--- config.mk ---
export PLATFORM = sky130hd
export DESIGN_NAME = shift_unit_pipe_flat
export DESIGN_NICKNAME = d
export VERILOG_FILES = /design/src/rtl/ebpf_shift_pkg.sv /design/src/rtl/shift_unit_pipe_if.sv /design/src/rtl/shift_stage.sv /design/src/rtl/shift_unit_pipe.sv /design/src/flat_wrapper.sv
export SDC_FILE = /design/constraint.sdc
export NUM_CORES = 1
export LEC_CHECK = 0
export ABC_AREA = 1
export CAP_MARGIN = 40
export CORE_MARGIN = 5
export CORE_UTILIZATION = 35
export CTS_BUF_LIST = sky130_fd_sc_hd__clkbuf_4 sky130_fd_sc_hd__clkbuf_8
export CTS_CLUSTER_DIAMETER = 80
export DETAILED_ROUTE_END_ITERATION = 16
export RECOVER_POWER = 100
export SLEW_MARGIN = 20
export SYNTH_ARGS = -nofsm -noshare
export SYNTH_HDL_FRONTEND = slang
export SYNTH_HIERARCHICAL = 1
export SYNTH_SLANG_ARGS = --single-unit
--- constraint.sdc ---
create_clock -name clk -period 2.88 [get_ports clk]
set_clock_uncertainty 0.2 [all_clocks]
set_input_delay 0.432 -clock clk [delete_from_list [all_inputs] [get_ports clk]]
set_output_delay 0.432 -clock clk [all_outputs]
set_load 0.01 [all_outputs]
--- src/rtl/ebpf_shift_pkg.sv ---
// Shared definitions for the eBPF shift pipeline: op encoding, default width and
// helpers that spread the binary shift steps across pipeline stages.
package ebpf_shift_pkg;

    typedef enum logic [1:0] {
        OpLsh  = 2'b00,
        OpRsh  = 2'b01,
        OpArsh = 2'b10,
        OpRsv  = 2'b11
    } shift_op_e;

    localparam int unsigned DefaultDataW = 64;

    // Earlier stages absorb the remainder when steps do not divide evenly.
    function automatic int unsigned stage_step_count(input int unsigned n_steps,
                                                     input int unsigned n_stages,
                                                     input int unsigned k);
        return n_steps / n_stages + ((k < (n_steps % n_stages)) ? 1 : 0);
    endfunction

    function automatic int unsigned stage_step_first(input int unsigned n_steps,
                                                     input int unsigned n_stages,
                                                     input int unsigned k);
        int unsigned base;
        int unsigned extra;
        base  = n_steps / n_stages;
        extra = n_steps % n_stages;
        return k * base + ((k < extra) ? k : extra);
    endfunction

endpackage

--- src/rtl/shift_unit_pipe_if.sv ---
// Valid/ready bus for the shift pipeline: operation in, result out.
interface shift_unit_pipe_if #(
    parameter int unsigned DATA_W = ebpf_shift_pkg::DefaultDataW,
    parameter int unsigned TAG_W  = 4
);
    import ebpf_shift_pkg::*;

    logic              in_valid;
    logic              in_ready;
    logic [DATA_W-1:0] in_a;
    logic [DATA_W-1:0] in_b;
    shift_op_e         in_op;
    logic              in_alu32;
    logic [TAG_W-1:0]  in_tag;
    logic              out_valid;
    logic              out_ready;
    logic [DATA_W-1:0] out_c;
    logic [TAG_W-1:0]  out_tag;
    logic              out_err;

    modport master (
        output in_valid, in_a, in_b, in_op, in_alu32, in_tag, out_ready,
        input  in_ready, out_valid, out_c, out_tag, out_err
    );

    modport slave (
        input  in_valid, in_a, in_b, in_op, in_alu32, in_tag, out_ready,
        output in_ready, out_valid, out_c, out_tag, out_err
    );

endinterface

--- src/rtl/shift_stage.sv ---
// One pipeline stage: applies its share of the binary shift steps and registers
// the result together with the operation's sideband.
module shift_stage
    import ebpf_shift_pkg::*;
#(
    parameter int unsigned DATA_W  = DefaultDataW,
    parameter int unsigned AMT_W   = 6,
    parameter int unsigned TAG_W   = 4,
    parameter int unsigned STEP_LO = 0,
    parameter int unsigned STEP_N  = 1
) (
    input  logic              clk,
    input  logic              rst,
    input  logic              up_valid,
    input  logic [DATA_W-1:0] up_val,
    input  logic [AMT_W-1:0]  up_amt,
    input  shift_op_e         up_op,
    input  logic              up_alu32,
    input  logic              up_err,
    input  logic [TAG_W-1:0]  up_tag,
    input  logic              dn_load,
    output logic              load,
    output logic              valid,
    output logic [DATA_W-1:0] val,
    output logic [AMT_W-1:0]  amt,
    output shift_op_e         op,
    output logic              alu32,
    output logic              err,
    output logic [TAG_W-1:0]  tag
);

    logic [DATA_W-1:0] chain [STEP_N+1];

    logic              valid_q;
    logic [DATA_W-1:0] val_q;
    logic [AMT_W-1:0]  amt_q;
    shift_op_e         op_q;
    logic              alu32_q;
    logic              err_q;
    logic [TAG_W-1:0]  tag_q;

    assign chain[0] = up_val;

    // ARSH fill comes from the MSB; 32-bit ARSH operands arrive already sign-extended.
    for (genvar i = 0; i < STEP_N; i++) begin : g_step
        localparam int unsigned Dist = 2 ** (STEP_LO + i);
        assign chain[i+1] = !up_amt[STEP_LO + i] ? chain[i] :
                            (up_op == OpLsh)     ? chain[i] << Dist :
                            (up_op == OpArsh)    ? $unsigned($signed(chain[i]) >>> Dist) :
                                                   chain[i] >> Dist;
    end

    assign load = !valid_q || dn_load;

    always_ff @(posedge clk or posedge rst) begin
        if (rst) begin
            valid_q <= 1'b0;
            val_q   <= '0;
            amt_q   <= '0;
            op_q    <= OpLsh;
            alu32_q <= 1'b0;
            err_q   <= 1'b0;
            tag_q   <= '0;
        end else begin
            if (load) begin
                valid_q <= up_valid;
            end
            if (load && up_valid) begin
                val_q   <= chain[STEP_N];
                amt_q   <= up_amt;
                op_q    <= up_op;
                alu32_q <= up_alu32;
                err_q   <= up_err;
                tag_q   <= up_tag;
            end
        end
    end

    assign valid = valid_q;
    assign val   = val_q;
    assign amt   = amt_q;
    assign op    = op_q;
    assign alu32 = alu32_q;
    assign err   = err_q;
    assign tag   = tag_q;

endmodule

--- src/rtl/shift_unit_pipe.sv ---
// Pipelined eBPF LSH/RSH/ARSH unit with 32/64-bit ALU classes, valid/ready on both
// sides and collapsing bubbles.
module shift_unit_pipe
    import ebpf_shift_pkg::*;
#(
    parameter int unsigned DATA_W = DefaultDataW,
    parameter int unsigned STAGES = 3,
    parameter int unsigned TAG_W  = 4
) (
    input logic             clk,
    input logic             rst,
    shift_unit_pipe_if.slave bus
);

    localparam int unsigned AMT_W     = $clog2(DATA_W);
    localparam int unsigned NUM_STEPS = AMT_W;

    localparam logic [AMT_W-1:0]  Amt32Mask = AMT_W'(31);
    localparam logic [DATA_W-1:0] Lo32Mask  = DATA_W'(32'hFFFF_FFFF);

    // Index 0 is the preprocessed input; index k+1 is the register of stage k.
    logic              s_valid [STAGES+1];
    logic              s_load  [STAGES+1];
    logic [DATA_W-1:0] s_val   [STAGES+1];
    logic [AMT_W-1:0]  s_amt   [STAGES+1];
    shift_op_e         s_op    [STAGES+1];
    logic              s_alu32 [STAGES+1];
    logic              s_err   [STAGES+1];
    logic [TAG_W-1:0]  s_tag   [STAGES+1];

    logic              pre_err;
    logic [DATA_W-1:0] pre_val;
    logic              unused_b_hi;

    assign unused_b_hi = ^bus.in_b[DATA_W-1:AMT_W];

    assign pre_err = (bus.in_op == OpRsv);

    // 32-bit class: zero-extend, except ARSH which sign-extends so the shared
    // arithmetic shift fills with bit 31; the output mask restores zero-extension.
    always_comb begin
        pre_val = bus.in_a;
        if (pre_err) begin
            pre_val = '0;
        end else if (bus.in_alu32) begin
            if (bus.in_op == OpArsh) begin
                pre_val = DATA_W'($signed(bus.in_a[31:0]));
            end else begin
                pre_val = DATA_W'(bus.in_a[31:0]);
            end
        end
    end

    assign s_valid[0] = bus.in_valid;
    assign s_val[0]   = pre_val;
    assign s_amt[0]   = bus.in_alu32 ? (bus.in_b[AMT_W-1:0] & Amt32Mask) : bus.in_b[AMT_W-1:0];
    assign s_op[0]    = bus.in_op;
    assign s_alu32[0] = bus.in_alu32;
    assign s_err[0]   = pre_err;
    assign s_tag[0]   = bus.in_tag;

    assign s_load[STAGES] = bus.out_ready;

    for (genvar k = 0; k < STAGES; k++) begin : g_stage
        localparam int unsigned StepLo = stage_step_first(NUM_STEPS, STAGES, k);
        localparam int unsigned StepN  = stage_step_count(NUM_STEPS, STAGES, k);

        shift_stage #(
            .DATA_W  (DATA_W),
            .AMT_W   (AMT_W),
            .TAG_W   (TAG_W),
            .STEP_LO (StepLo),
            .STEP_N  (StepN)
        ) u_stage (
            .clk      (clk),
            .rst      (rst),
            .up_valid (s_valid[k]),
            .up_val   (s_val[k]),
            .up_amt   (s_amt[k]),
            .up_op    (s_op[k]),
            .up_alu32 (s_alu32[k]),
            .up_err   (s_err[k]),
            .up_tag   (s_tag[k]),
            .dn_load  (s_load[k+1]),
            .load     (s_load[k]),
            .valid    (s_valid[k+1]),
            .val      (s_val[k+1]),
            .amt      (s_amt[k+1]),
            .op       (s_op[k+1]),
            .alu32    (s_alu32[k+1]),
            .err      (s_err[k+1]),
            .tag      (s_tag[k+1])
        );
    end

    assign bus.in_ready  = s_load[0];
    assign bus.out_valid = s_valid[STAGES];
    assign bus.out_c     = s_alu32[STAGES] ? (s_val[STAGES] & Lo32Mask) : s_val[STAGES];
    assign bus.out_tag   = s_tag[STAGES];
    assign bus.out_err   = s_err[STAGES];

endmodule

--- src/flat_wrapper.sv ---
// flat-port wrapper written by rule: the top's interface ports become plain ports
module shift_unit_pipe_flat import ebpf_shift_pkg::*;
#(
    parameter int unsigned DATA_W = DefaultDataW,
    parameter int unsigned STAGES = 3,
    parameter int unsigned TAG_W  = 4
)
  (clk, rst, bus_in_valid, bus_in_a, bus_in_b, bus_in_op, bus_in_alu32, bus_in_tag, bus_out_ready, bus_in_ready, bus_out_valid, bus_out_c, bus_out_tag, bus_out_err);
  shift_unit_pipe_if #(.DATA_W(DATA_W), .TAG_W(TAG_W)) bus_i ();
  input logic clk;
  input logic rst;
  input wire logic [$bits(bus_i.in_valid)-1:0] bus_in_valid;
  input wire logic [$bits(bus_i.in_a)-1:0] bus_in_a;
  input wire logic [$bits(bus_i.in_b)-1:0] bus_in_b;
  input wire logic [$bits(bus_i.in_op)-1:0] bus_in_op;
  input wire logic [$bits(bus_i.in_alu32)-1:0] bus_in_alu32;
  input wire logic [$bits(bus_i.in_tag)-1:0] bus_in_tag;
  input wire logic [$bits(bus_i.out_ready)-1:0] bus_out_ready;
  output wire logic [$bits(bus_i.in_ready)-1:0] bus_in_ready;
  output wire logic [$bits(bus_i.out_valid)-1:0] bus_out_valid;
  output wire logic [$bits(bus_i.out_c)-1:0] bus_out_c;
  output wire logic [$bits(bus_i.out_tag)-1:0] bus_out_tag;
  output wire logic [$bits(bus_i.out_err)-1:0] bus_out_err;
  assign bus_i.in_valid = bus_in_valid;
  assign bus_i.in_a = bus_in_a;
  assign bus_i.in_b = bus_in_b;
  assign bus_i.in_op = bus_in_op;
  assign bus_i.in_alu32 = bus_in_alu32;
  assign bus_i.in_tag = bus_in_tag;
  assign bus_i.out_ready = bus_out_ready;
  assign bus_in_ready = bus_i.in_ready;
  assign bus_out_valid = bus_i.out_valid;
  assign bus_out_c = bus_i.out_c;
  assign bus_out_tag = bus_i.out_tag;
  assign bus_out_err = bus_i.out_err;
  shift_unit_pipe #(.DATA_W(DATA_W), .STAGES(STAGES), .TAG_W(TAG_W)) u_core (.clk(clk), .rst(rst), .bus(bus_i));
endmodule
# Word-level counts from Yosys, hierarchy flattened

Cells that the tools add are included.

Register bits: 229
Bits in latches: 0
RAM bits: 0
ROM bits: 0
Input bits: 139
Output and inout bits: 71
Word-level logic and storage cells: 58
Memories kept: 0

Add/subtract/negate cells: 0
Multipliers: 0
Div/mod/pow operators: 0
Magnitude comparators: 0
Equality and inequality tests: 4
Shifts and indexed selects: 0
Multiplexer cells: 23
Bitwise gates (word level): 0
Reduce and logical (&&, ||, !) cells: 12

Operators by type and width:

| kind               | count |
|---|---|
| $mux 64            | 22 |
| $eq 2x2->1 const B | 4 |
| $logic_not 2->1    | 3 |
| $mux 6             | 1 |
| $logic_and 1x1->1  | 3 |
| $logic_not 1->1    | 3 |
| $logic_or 1x1->1   | 3 |

# Depth between registers and ports, before layout

Word-level depth: 10
Depth in mapped cells: 14
Mapped depth without buffers: 13

# Modules after synthesis

Netlist, hierarchy kept.

By module, submodules not included:

| module                                   | instances | cells an instance | area an instance (um2) | seq. area each (um2) |
|---|---|---|---|---|
| shift_stage at u_core.g_stage[0].u_stage | 1         | 954               | 6208.5                 | 1976.9 |
| shift_stage at u_core.g_stage[1].u_stage | 1         | 925               | 6090.8                 | 1976.9 |
| shift_stage at u_core.g_stage[2].u_stage | 1         | 739               | 4926.0                 | 1976.9 |
| shift_unit_pipe                          | 1         | 217               | 933.4                  | 0.0 |

# Worst setup path after synthesis

Ideal clock, no wire load.

Path type: input -> register
Start: input port bus_out_ready
End: register u_core.g_stage[0].u_stage.val_q[50]
Setup time: 0.117 ns
Data arrival time: 1.565 ns
Data required time: 2.563 ns
Slack: 0.997 ns
Stages: 12
Path buffers: 1
Cell sequence: inv_1 -> nand2_1 -> inv_1 -> nand2_1 -> inv_1 -> nand2_1 -> nand2_1 -> inv_2 -> buf_1 -> nand2_1 -> nor2_1 -> nor2_1

RTL lines:

| what                   | RTL line           | source |
|---|---|---|
| start: declaration     | flat_wrapper.sv:18 | `input wire logic [$bits(bus_i.out_ready)-1:0] bus_out_ready;` |
| end signal: assignment | shift_stage.sv:69  | `val_q <= chain[STEP_N];` |
| end: declaration       | shift_stage.sv:35  | `logic [DATA_W-1:0] val_q;` |

# Worst setup path after layout

Start: register u_core.g_stage[2].u_stage.alu32_q
End: output port bus_out_c[48]

Word-level cells in the longest chain between the ends: 1

RTL lines:

| what                     | RTL line              | source |
|---|---|---|
| start: declaration       | shift_stage.sv:38     | `logic alu32_q;` |
| start signal: assignment | shift_stage.sv:72     | `alu32_q <= up_alu32;` |
| $mux 64                  | shift_unit_pipe.sv:98 | `assign bus.out_c = s_alu32[STAGES] ? (s_val[STAGES] & Lo32Mask) : s_val[STAGES];` |
| end: declaration         | flat_wrapper.sv:21    | `output wire logic [$bits(bus_i.out_c)-1:0] bus_out_c;` |

No other way between the ends.

==> out/metrics.csv <==
stage,metric,value,unit
outcome,outcome,completed,
clocking,Root Buffer,clkbuf_8,
route,Detailed Route WL,60400,µm
placement,Port Buf Inserts,151,
worst_hold_path,HP Class,in2reg,
layout,NumNets Final,2997,
sta,slack of the critical path,0.229,ns
global_routing,number of global-route vias before repair,17638,
sta,final setup vio count,0,
clocking,Setup Buffers After CTS,0,
route,routed len/inst,17.0,µm
synthesis,cell count after synthesis,2794,
worst_setup_path,CP max-delay cell,dlygate4sd3_1,
route,DRT Pass-1 Iters,7,
floorplan,Ports,210,
global_routing,initial antenna violation count,0,
floorplan,Die ar.,55100,µm²
floorplan,Starting Density,0.353,
sta,headroom to the max-slew limit,0.287,
synthesis,Syn Area/Cell,6.32,µm²
clocking,post-CTS sizing,0,
synthesis,net count after synthesis,2933,
placement,pre-CTS setup slack,0.194,ns
pwr,combinational share of power,0.487,
worst_setup_path,CP Cell Sequence,buf_8 -> nor2_1 -> dlygate4sd3_1,
placement,DPL Wire Length,44300,µm
pwr,Net Sw Frac,0.459,
clocking,Max Root-Sink Buffers,3,
worst_setup_path,CP Data Arrival Time,2.02,ns
pwr,share of power burned in registers,0.312,
worst_setup_path,Critical Path End Type,primary output,
worst_setup_path,Required @ worst endpoint,2.25,ns
layout,area taken by multi-input logic gates,10200,µm²
global_routing,largest net degree at the start of global routing,122,
route,final antenna-violating net count,0,
worst_setup_path,FF-to-FF setup slack,0.24,ns
synthesis,Yosys warning count,6,
layout,Reg area,5590,µm²
pwr,maximum vdd drop,0.339,mV
clocking,Skew-Pair Late Insertion Delay,0.59,ns
worst_hold_path,Worst Hold End,u_core/g_stage[0].u_stage/alu32,
route,drc violations,0,
floorplan,Core Box Area,50100,µm²
sta,Final Hold Violating Endpoints,0,
pwr,P_int,0.00929,W
layout,Area Overhead vs Synth,16.1,%
sta,period utilization,0.921,
sta,"Slew Viols, Final",0,
floorplan,Chip Height,235,µm
worst_setup_path,Worst R2R End,u_core/g_stage[1].u_stage/val[45],
worst_setup_path,Setup Crit Path Kind,reg2out,
worst_setup_path,R2R cell count,7,
clocking,cts bufs inserted,43,
pwr,Clock power frac,0.201,
clocking,clock sink count,223,
global_routing,GRT overflow,0,
placement,Final GP Congestion,0.906,
route,number of DRC markers in iteration 0,1786,
job,max cap viols,0,
global_routing,Tot GR Track Use,0.211,
layout,share of layout cells above drive strength 1,0.111,
worst_setup_path,FF-to-FF Start,u_core/g_stage[0].u_stage/op[1],
global_routing,first-pass GRT wire length,96800,µm
worst_hold_path,hold path depth,3,
clocking,H-tree levels,2,
layout,ANT cells,0,
synthesis,"Cell Area, Synth",17700,µm²
sta,worst slew pin tran,1.07,ns
clocking,clock slew at reported path FFs,0.06,ns
sta,Tmin final,2.65,ns
worst_setup_path,"delay-heaviest family, CP",buffers and inverters,
sta,fmax,377,MHz
floorplan,Cell Rows,82,
pwr,Pleak,10.1,nW
sta,Setup TNS,0,ns
route,routed vias,18536,
pwr,Psw,0.00788,W
sta,unrepaired setup endpoints after global routing,false,
pwr,PwrDens,837,nW/µm²
floorplan,die width,235,µm
worst_setup_path,CP peak stage delay,0.61,ns
worst_setup_path,Worst setup SP type,flop,
layout,Fill cells,5530,
worst_hold_path,hold_sp,bus_in_alu32,
worst_setup_path,CP startpoint,u_core/g_stage[2].u_stage/alu32,
clocking,CTS tree,built,
worst_setup_path,Critical path buffers and inverters,2,
worst_setup_path,crit path max fanout,27,
route,Vias per Instance,5.21,
-- worst reg2reg max path: stages, from the launching register on --
cell and delay [ns]:
dfrtp_1 0.45, nor2_2 0.76, nor2_2 0.06, buf_2 0.42, nand4_1 0.25, nand2_1 0.07
nor2_1 0.26, nor2_1 0.07
-- area by class of cell --
type	count	share of cell area
multi-input cells	2165	0.496
flip-flops and latches	223	0.272
repair buffers	214	0.106
well taps	672	0.0410
clock buffers	62	0.0395
inverters	211	0.0388
clock inverters	14	0.00701
-- state kept, by name, summed over array words and instances (netlist names) --
register / cells
u_core/g_stage.u_stage/tag: 12
u_core/g_stage.u_stage/alu32: 3
u_core/g_stage.u_stage/err: 3
u_core/g_stage.u_stage/valid: 3
u_core/g_stage.u_stage/val: 192
u_core/g_stage.u_stage/amt: 6
u_core/g_stage.u_stage/op: 4
-- per-layer routing --
| layer | vias up | track usage | wire, µm |
|---|---|---|---|
| met5 | - | 0 | 0 |
| met4 | 0 | 0.0826 | 2520 |
| met3 | 104 | 0.0276 | 3000 |
| met2 | 587 | 0.328 | 26700 |
| met1 | 8603 | 0.299 | 28200 |
| li1 | 9242 | - | - |
-- power groups by stage --
stage,Combinational [W],Clock (W),Sequential [W]
floorplan,0.00559,0,0.00508
global placement,0.00844,0,0.00541
detailed placement,0.00857,0,0.00542
CTS,0.00861,0.00357,0.00537
global route,0.00933,0.00370,0.00551
finish,0.00836,0.00345,0.00536
-- cell usage in the layout, fill, tap and decap left out, types with 2 or more instances in the layout --
cell type	instances
nand2_1	840
nand3_1	410
nor2_1	399
dfrtp_1	221
inv_1	198
nand4_1	153
a21oi_1	102
nand3_2	85
clkdlybuf4s50_1	78
dlygate4sd3_1	72
or2_2	67
clkbuf_8	55
o21ai_0	45
buf_4	31
o21ai_1	17
buf_12	17
o211ai_1	16
clkbuf_4	12
inv_2	11
clkinv_2	6
clkbuf_1	6
mux2_2	6
nor2_4	4
o22ai_1	4
clkinvlp_4	3
or2_1	3
nor2_2	3
inv_8	2
bufinv_16	2
buf_2	2
nand2_2	2
nand2_4	2
nor2_8	2
clkbuf_2	2
-- how the worst max path moves through the flow --
stage / endpoint / slack (ns) / cells past startpoint
2_1_floorplan: u_core/g_stage[0].u_stage/alu32 / 0.28 / 1
3_3_place_gp: u_core/g_stage[0].u_stage/val[49] / 0.18 / 14
3_5_place_dp: u_core/g_stage[0].u_stage/val[49] / 0.19 / 14
4_1_cts: bus_out_c[48] / 0.20 / 3
5_1_grt: bus_out_c[55] / 0.08 / 3
6_report: bus_out_c[48] / 0.23 / 3
-- metrics by stage --
stage          cells  total power, W  hold slack [ns]  utilization  instance area [µm²]
3_5_place_dp    3484          0.0140            0.264        0.393                19700
6_report        3561          0.0172           0.0716        0.410                20500
2_1_floorplan   2794          0.0107            0.242            -                17700
4_1_cts         3561          0.0175           0.0399        0.412                20600
5_1_grt         3561          0.0185           0.0765        0.410                20500
3_3_place_gp    3483          0.0139            0.262        0.393                19700
-- what timing repair did --
item / 4_1_cts / 5_1_grt
endpoints found under the setup margin: 0 / 0
hold buffers: 1 / 0
hold endpoints to repair: 7 / 0
Power figures use the tool's default switching activity.
==> edit 1 (config.mk and constraints unchanged) <==
`TAG_W` is set to 4 in 4 places; all go to 6.
--- a/src/rtl/shift_unit_pipe_if.sv
+++ b/src/rtl/shift_unit_pipe_if.sv
@@ -1,7 +1,7 @@
 // Valid/ready bus for the shift pipeline: operation in, result out.
 interface shift_unit_pipe_if #(
     parameter int unsigned DATA_W = ebpf_shift_pkg::DefaultDataW,
-    parameter int unsigned TAG_W  = 4
+    parameter int unsigned TAG_W  = 6
 );
     import ebpf_shift_pkg::*;
 
--- a/src/rtl/shift_stage.sv
+++ b/src/rtl/shift_stage.sv
@@ -5,7 +5,7 @@
 #(
     parameter int unsigned DATA_W  = DefaultDataW,
     parameter int unsigned AMT_W   = 6,
-    parameter int unsigned TAG_W   = 4,
+    parameter int unsigned TAG_W   = 6,
     parameter int unsigned STEP_LO = 0,
     parameter int unsigned STEP_N  = 1
 ) (
--- a/src/rtl/shift_unit_pipe.sv
+++ b/src/rtl/shift_unit_pipe.sv
@@ -5,7 +5,7 @@
 #(
     parameter int unsigned DATA_W = DefaultDataW,
     parameter int unsigned STAGES = 3,
-    parameter int unsigned TAG_W  = 4
+    parameter int unsigned TAG_W  = 6
 ) (
     input logic             clk,
     input logic             rst,
--- a/src/flat_wrapper.sv
+++ b/src/flat_wrapper.sv
@@ -3,7 +3,7 @@
 #(
     parameter int unsigned DATA_W = DefaultDataW,
     parameter int unsigned STAGES = 3,
-    parameter int unsigned TAG_W  = 4
+    parameter int unsigned TAG_W  = 6
 )
   (clk, rst, bus_in_valid, bus_in_a, bus_in_b, bus_in_op, bus_in_alu32, bus_in_tag, bus_out_ready, bus_in_ready, bus_out_valid, bus_out_c, bus_out_tag, bus_out_err);
   shift_unit_pipe_if #(.DATA_W(DATA_W), .TAG_W(TAG_W)) bus_i ();
Ports: changed (resized bus_in_tag and bus_out_tag); port bits go from 210 to 214. No check against the original RTL was run, so the function may have changed too.
==> edit 1 against the unedited design <==
Design area fell by 2.2%. Total power is 2.8% lower. Register-to-register slack got worse by 0.14 ns. Die area down 2.3%. Sequential cell count rose by 6. Sequential power grew 2%. Synthesized area decreased by 2.4%. Routed wire length shrank 0.77%. Worst setup slack worse by 0.13 ns. Combinational power decreased by 1%.
==> edit 1: results (changes against the unedited design) <==
status -> finished clean (unchanged)
vias in the first global route -> 17,800 (was 17,600)
largest net degree at the start of global routing -> 129 (was 122)
Avg WL per Cell -> 16.8 µm (was 17.0 µm)
maximum VDD drop -> 0.345 mV (was 0.339 mV)
hold-fix buffers at CTS -> 1 (unchanged)
max reg flops -> 192 (unchanged)
CTS clk-pin slew, worst paths -> 0.06 ns (about the same)
wire length of the first global-routing pass -> 96,200 µm (was 96,800 µm)
antenna violations before repair -> 0 (unchanged)
CTS Root Cell -> clkbuf_8 (unchanged)
Crit path arrival time -> 3.07 ns (was 2.02 ns)
total CTS buffers -> 38 (was 43)
gp weighted congestion -> 0.955 (was 0.906)
H-tree Lvls -> 2 (unchanged)
Clock Tree Buf Depth -> 3 (unchanged)
Fillers -> 5,397 (was 5,530)
Routed Antenna Nets -> 0 (unchanged)
final slew viol count -> 0 (unchanged)
PD cells -> 832 nW/µm² (was 837 nW/µm²)
Worst-Skew Late Latency -> 0.56 ns (was 0.59 ns)
post-placement cell count -> 3,497 (was 3,484)
Hold WS -> 0.209 ns (was 0.0716 ns)
post-CTS setup buffers -> 0 (unchanged)
port bufs -> 155 (was 151)
Post-CTS Resized -> 0 (unchanged)
period utilization -> 0.964 (was 0.921)
YS warnings -> 6 (unchanged)
First DRT Iteration DRCs -> 1,849 (was 1,786)
relative slew slack -> 0.0453 (was 0.287)
reg-to-reg setup timing slack -> 0.10 ns (was 0.24 ns)
DPL Wire Length -> 44,000 µm (was 44,300 µm)
post-place setup slack -> 0.194 ns (about the same)
Inserted Diodes -> 0 (unchanged)
GRT Resource Usage Total -> 0.218 (was 0.211)
Mapped Cells -> 2,806 (was 2,794)
Syn Nets -> 2,947 (was 2,933)
Area after DPL -> 19,400 µm² (was 19,700 µm²)
Nets -> 3,015 (was 2,997)
worst hold path type -> in -> reg (unchanged)
vias post-DR -> 18,600 (was 18,500)
DRT Pass-1 Iters -> 6 (was 7)
Worst Path Max Fanout -> 18 (was 27)
post-route insts no fill -> 3,560 (was 3,561)
ratio of cells with drive above 1 in the final layout -> 0.0756 (was 0.111)
Leak -> 9.96 nW (was 10.1 nW)
## edit 1: cell type report
class	instances	share of cell area
Tap cell	664	0.0414
Sequential cell	229	0.286
Inverter	213	0.0399
Multi-Input combinational cell	2172	0.486
Timing Repair Buffer	220	0.109
Clock inverter	6	0.00318
Clock buffer	56	0.0347
## edit 1: routing by layer
metal,track usage,vias up,routed length [µm]
met1,0.308,8637,27600
li1,-,9259,-
met3,0.0247,108,3280
met2,0.343,605,26600
met5,0,-,0
met4,0.0875,0,2430
## edit 1: worst max-delay path: stages, from the launching register on
cell	delay (ns)
dfrtp_1	0.46
inv_1	0.14
nand2_1	0.47
nor2_1	0.43
buf_4	0.27
inv_1	0.16
o21ai_0	0.38
nand2_1	0.12
nand2_1	0.08
## edit 1: where the power goes
part           switching [mW]  internal [mW]  total [mW]
Clock                    1.31           1.63        2.94
Combinational            5.31           2.96        8.27
Sequential               1.06           4.42        5.48
## edit 1: worst paths after layout
kind,from,endpoint,depth (start not counted)
min,bus_in_tag[4],u_core/g_stage[0].u_stage/tag[4]$_DFFE_PP0P_,3
max,u_core/g_stage[0].u_stage/op[1]$_DFFE_PP0P_,u_core/g_stage[1].u_stage/val[61]$_DFFE_PP0P_,8
min in group asynchronous,rst,u_core/g_stage[0].u_stage/tag[2]$_DFFE_PP0P_,3
max in group asynchronous,rst,u_core/g_stage[0].u_stage/val[43]$_DFFE_PP0P_,4
max reg2reg,u_core/g_stage[0].u_stage/op[1]$_DFFE_PP0P_,u_core/g_stage[1].u_stage/val[61]$_DFFE_PP0P_,8
min reg2reg,u_core/g_stage[0].u_stage/tag[4]$_DFFE_PP0P_,u_core/g_stage[1].u_stage/tag[4]$_DFFE_PP0P_,2
==> edit 2 (same settings) <==
Without the edit above. Reset style: synchronous (`rst`), changed in one clocked block.
--- a/src/rtl/shift_stage.sv
+++ b/src/rtl/shift_stage.sv
@@ -52,7 +52,7 @@
 
     assign load = !valid_q || dn_load;
 
-    always_ff @(posedge clk or posedge rst) begin
+    always_ff @(posedge clk) begin
         if (rst) begin
             valid_q <= 1'b0;
             val_q   <= '0;
Function: differs if rst is asserted again (counterexample within 4 cycles, from zero or initial values and one cycle with rst high); with rst held inactive, the same outputs for 4 cycles.
==> edit 2 against the unedited design <==
The run now ends with capacitance limit, slew limit left. Worst setup slack better by 0.0021 ns. Via count is 1.9% higher. Design area down 4.3%. Critical path type is now in -> out. Routed wire length shrank 3.3%. Largest cell class unchanged. Critical endpoint is now bus_in_ready. Sequential cell count unchanged. Synthesized area fell by 3.5%.
Power is not compared: it rests on default switching activity, and its combinational part moved more than twofold at a synthesized area within 25%.
==> edit 2: results (changes against the unedited design) <==
Tightest Pin Transition -> 1.52 ns (was 1.07 ns)
DPL Wire Length -> 42,200 µm (was 44,300 µm)
Syn Nets -> 3,053 (was 2,933)
DRT met1 WL -> 26,600 µm (was 28,200 µm)
reg2reg path depth -> 6 (was 7)
gp weighted congestion -> 0.865 (was 0.906)
worst r2r dst -> u_core/g_stage[1].u_stage/val[25]$_SDFFE_PP0P_ (was u_core/g_stage[1].u_stage/val[45]$_DFFE_PP0P_)
Worst Path Max Fanout -> 3 (was 27)
hold path endpoint -> u_core/g_stage[1].u_stage/alu32$_SDFFE_PP0P_ (was u_core/g_stage[0].u_stage/alu32$_DFFE_PP0P_)
CP Launch Point -> bus_out_ready (was u_core/g_stage[2].u_stage/alu32$_DFFE_PP0P_)
Post-route DRC -> 0 (unchanged)
Crit Reg-Reg Startpoint -> u_core/g_stage[0].u_stage/amt[2]$_SDFFE_PP0P_ (was u_core/g_stage[0].u_stage/op[1]$_DFFE_PP0P_)
post-place setup slack -> 0.0565 ns (was 0.194 ns)
Area after DPL -> 18,800 µm² (was 19,700 µm²)
antenna violations before repair -> 0 (unchanged)
post-route insts no fill -> 3,593 (was 3,561)
Crit path arrival time -> 2.02 ns (about the same)
ratio of cells with drive above 1 in the final layout -> 0.119 (was 0.111)
violated checks -> capacitance limit, slew limit
period utilization -> 0.920 (was 0.921)
Mapped Cells -> 2,914 (was 2,794)
max layer used -> met4 (unchanged)
met3 WL -> 3130 µm (was 3000 µm)
worst hold path type -> reg -> reg (was in -> reg)
Critical Path End -> bus_in_ready (was bus_out_c[48])
sw power -> 3.16 mW
port bufs -> 151 (unchanged)
delay-heaviest family, CP -> buffers and inverters (unchanged)
reg-to-reg setup timing slack -> 0.30 ns (was 0.24 ns)
Worst-Skew Late Latency -> 0.59 ns (about the same)
met2 wire length -> 26,700 µm (about the same)
Post-Route WL -> 58,400 µm (was 60,400 µm)
CP max-delay cell -> clkdlybuf4s50_1 (was dlygate4sd3_1)
Fillers -> 5,323 (was 5,530)
post-CTS setup buffers -> 0 (unchanged)
final slew viol count -> 24 (was 0)
vias in the first global route -> 17,600 (about the same)
Leak -> 8.83 nW
GRT Resource Usage Total -> 0.214 (was 0.211)
hold path startpoint -> u_core/g_stage[1].u_stage/alu32$_SDFFE_PP0P_ (was bus_in_alu32)
post-placement cell count -> 3,517 (was 3,484)
Hold WS -> 0.272 ns (was 0.0716 ns)
drt via density -> 5.26 (was 5.21)
largest net degree at the start of global routing -> 89 (was 122)
DRT Pass-1 Iters -> 8 (was 7)
CTS clk-pin slew, worst paths -> 0.05 ns
Clock Tree Buf Depth -> 3 (unchanged)
Max Cap Viol -> 1 (was 0)
total CTS buffers -> 41 (was 43)
slowest stage delay, CP -> 0.58 ns (was 0.61 ns)
First DRT Iteration DRCs -> 1,437 (was 1,786)
wire length of the first global-routing pass -> 93,900 µm (was 96,800 µm)
status -> finished with violations (was finished clean)
Hold Path Cell Cnt -> 2 (was 3)
YS warnings -> 6 (unchanged)
maximum VDD drop -> 0.244 mV
## edit 2: layout make-up
cell class / instances / area (µm²) / area share
antenna: 1 / 2.50 / 0.000127
clock buffer: 59 / 737 / 0.0375
clock inverter: 15 / 163 / 0.00828
inverter: 151 / 568 / 0.0289
multi-input combinational: 2316 / 10800 / 0.548
sequential: 223 / 4470 / 0.228
tap: 615 / 769 / 0.0392
timing repair buffer: 213 / 2160 / 0.110
## edit 2: power groups by stage
stage | registers (mW) | clock network [mW] | logic, mW
detailed placement | 3.62 | 0 | 2.42
floorplan | 3.49 | 0 | 1.78
finish | 3.56 | 3.35 | 2.41
global route | 3.58 | 3.61 | 2.72
CTS | 3.55 | 3.47 | 2.43
global placement | 3.61 | 0 | 2.40
## edit 2: per-layer routing
layer	vias up	GRT usage
met5	-	0
met4	0	0.0724
met3	98	0.0278
met2	548	0.352
met1	8680	0.290
li1	9558	-
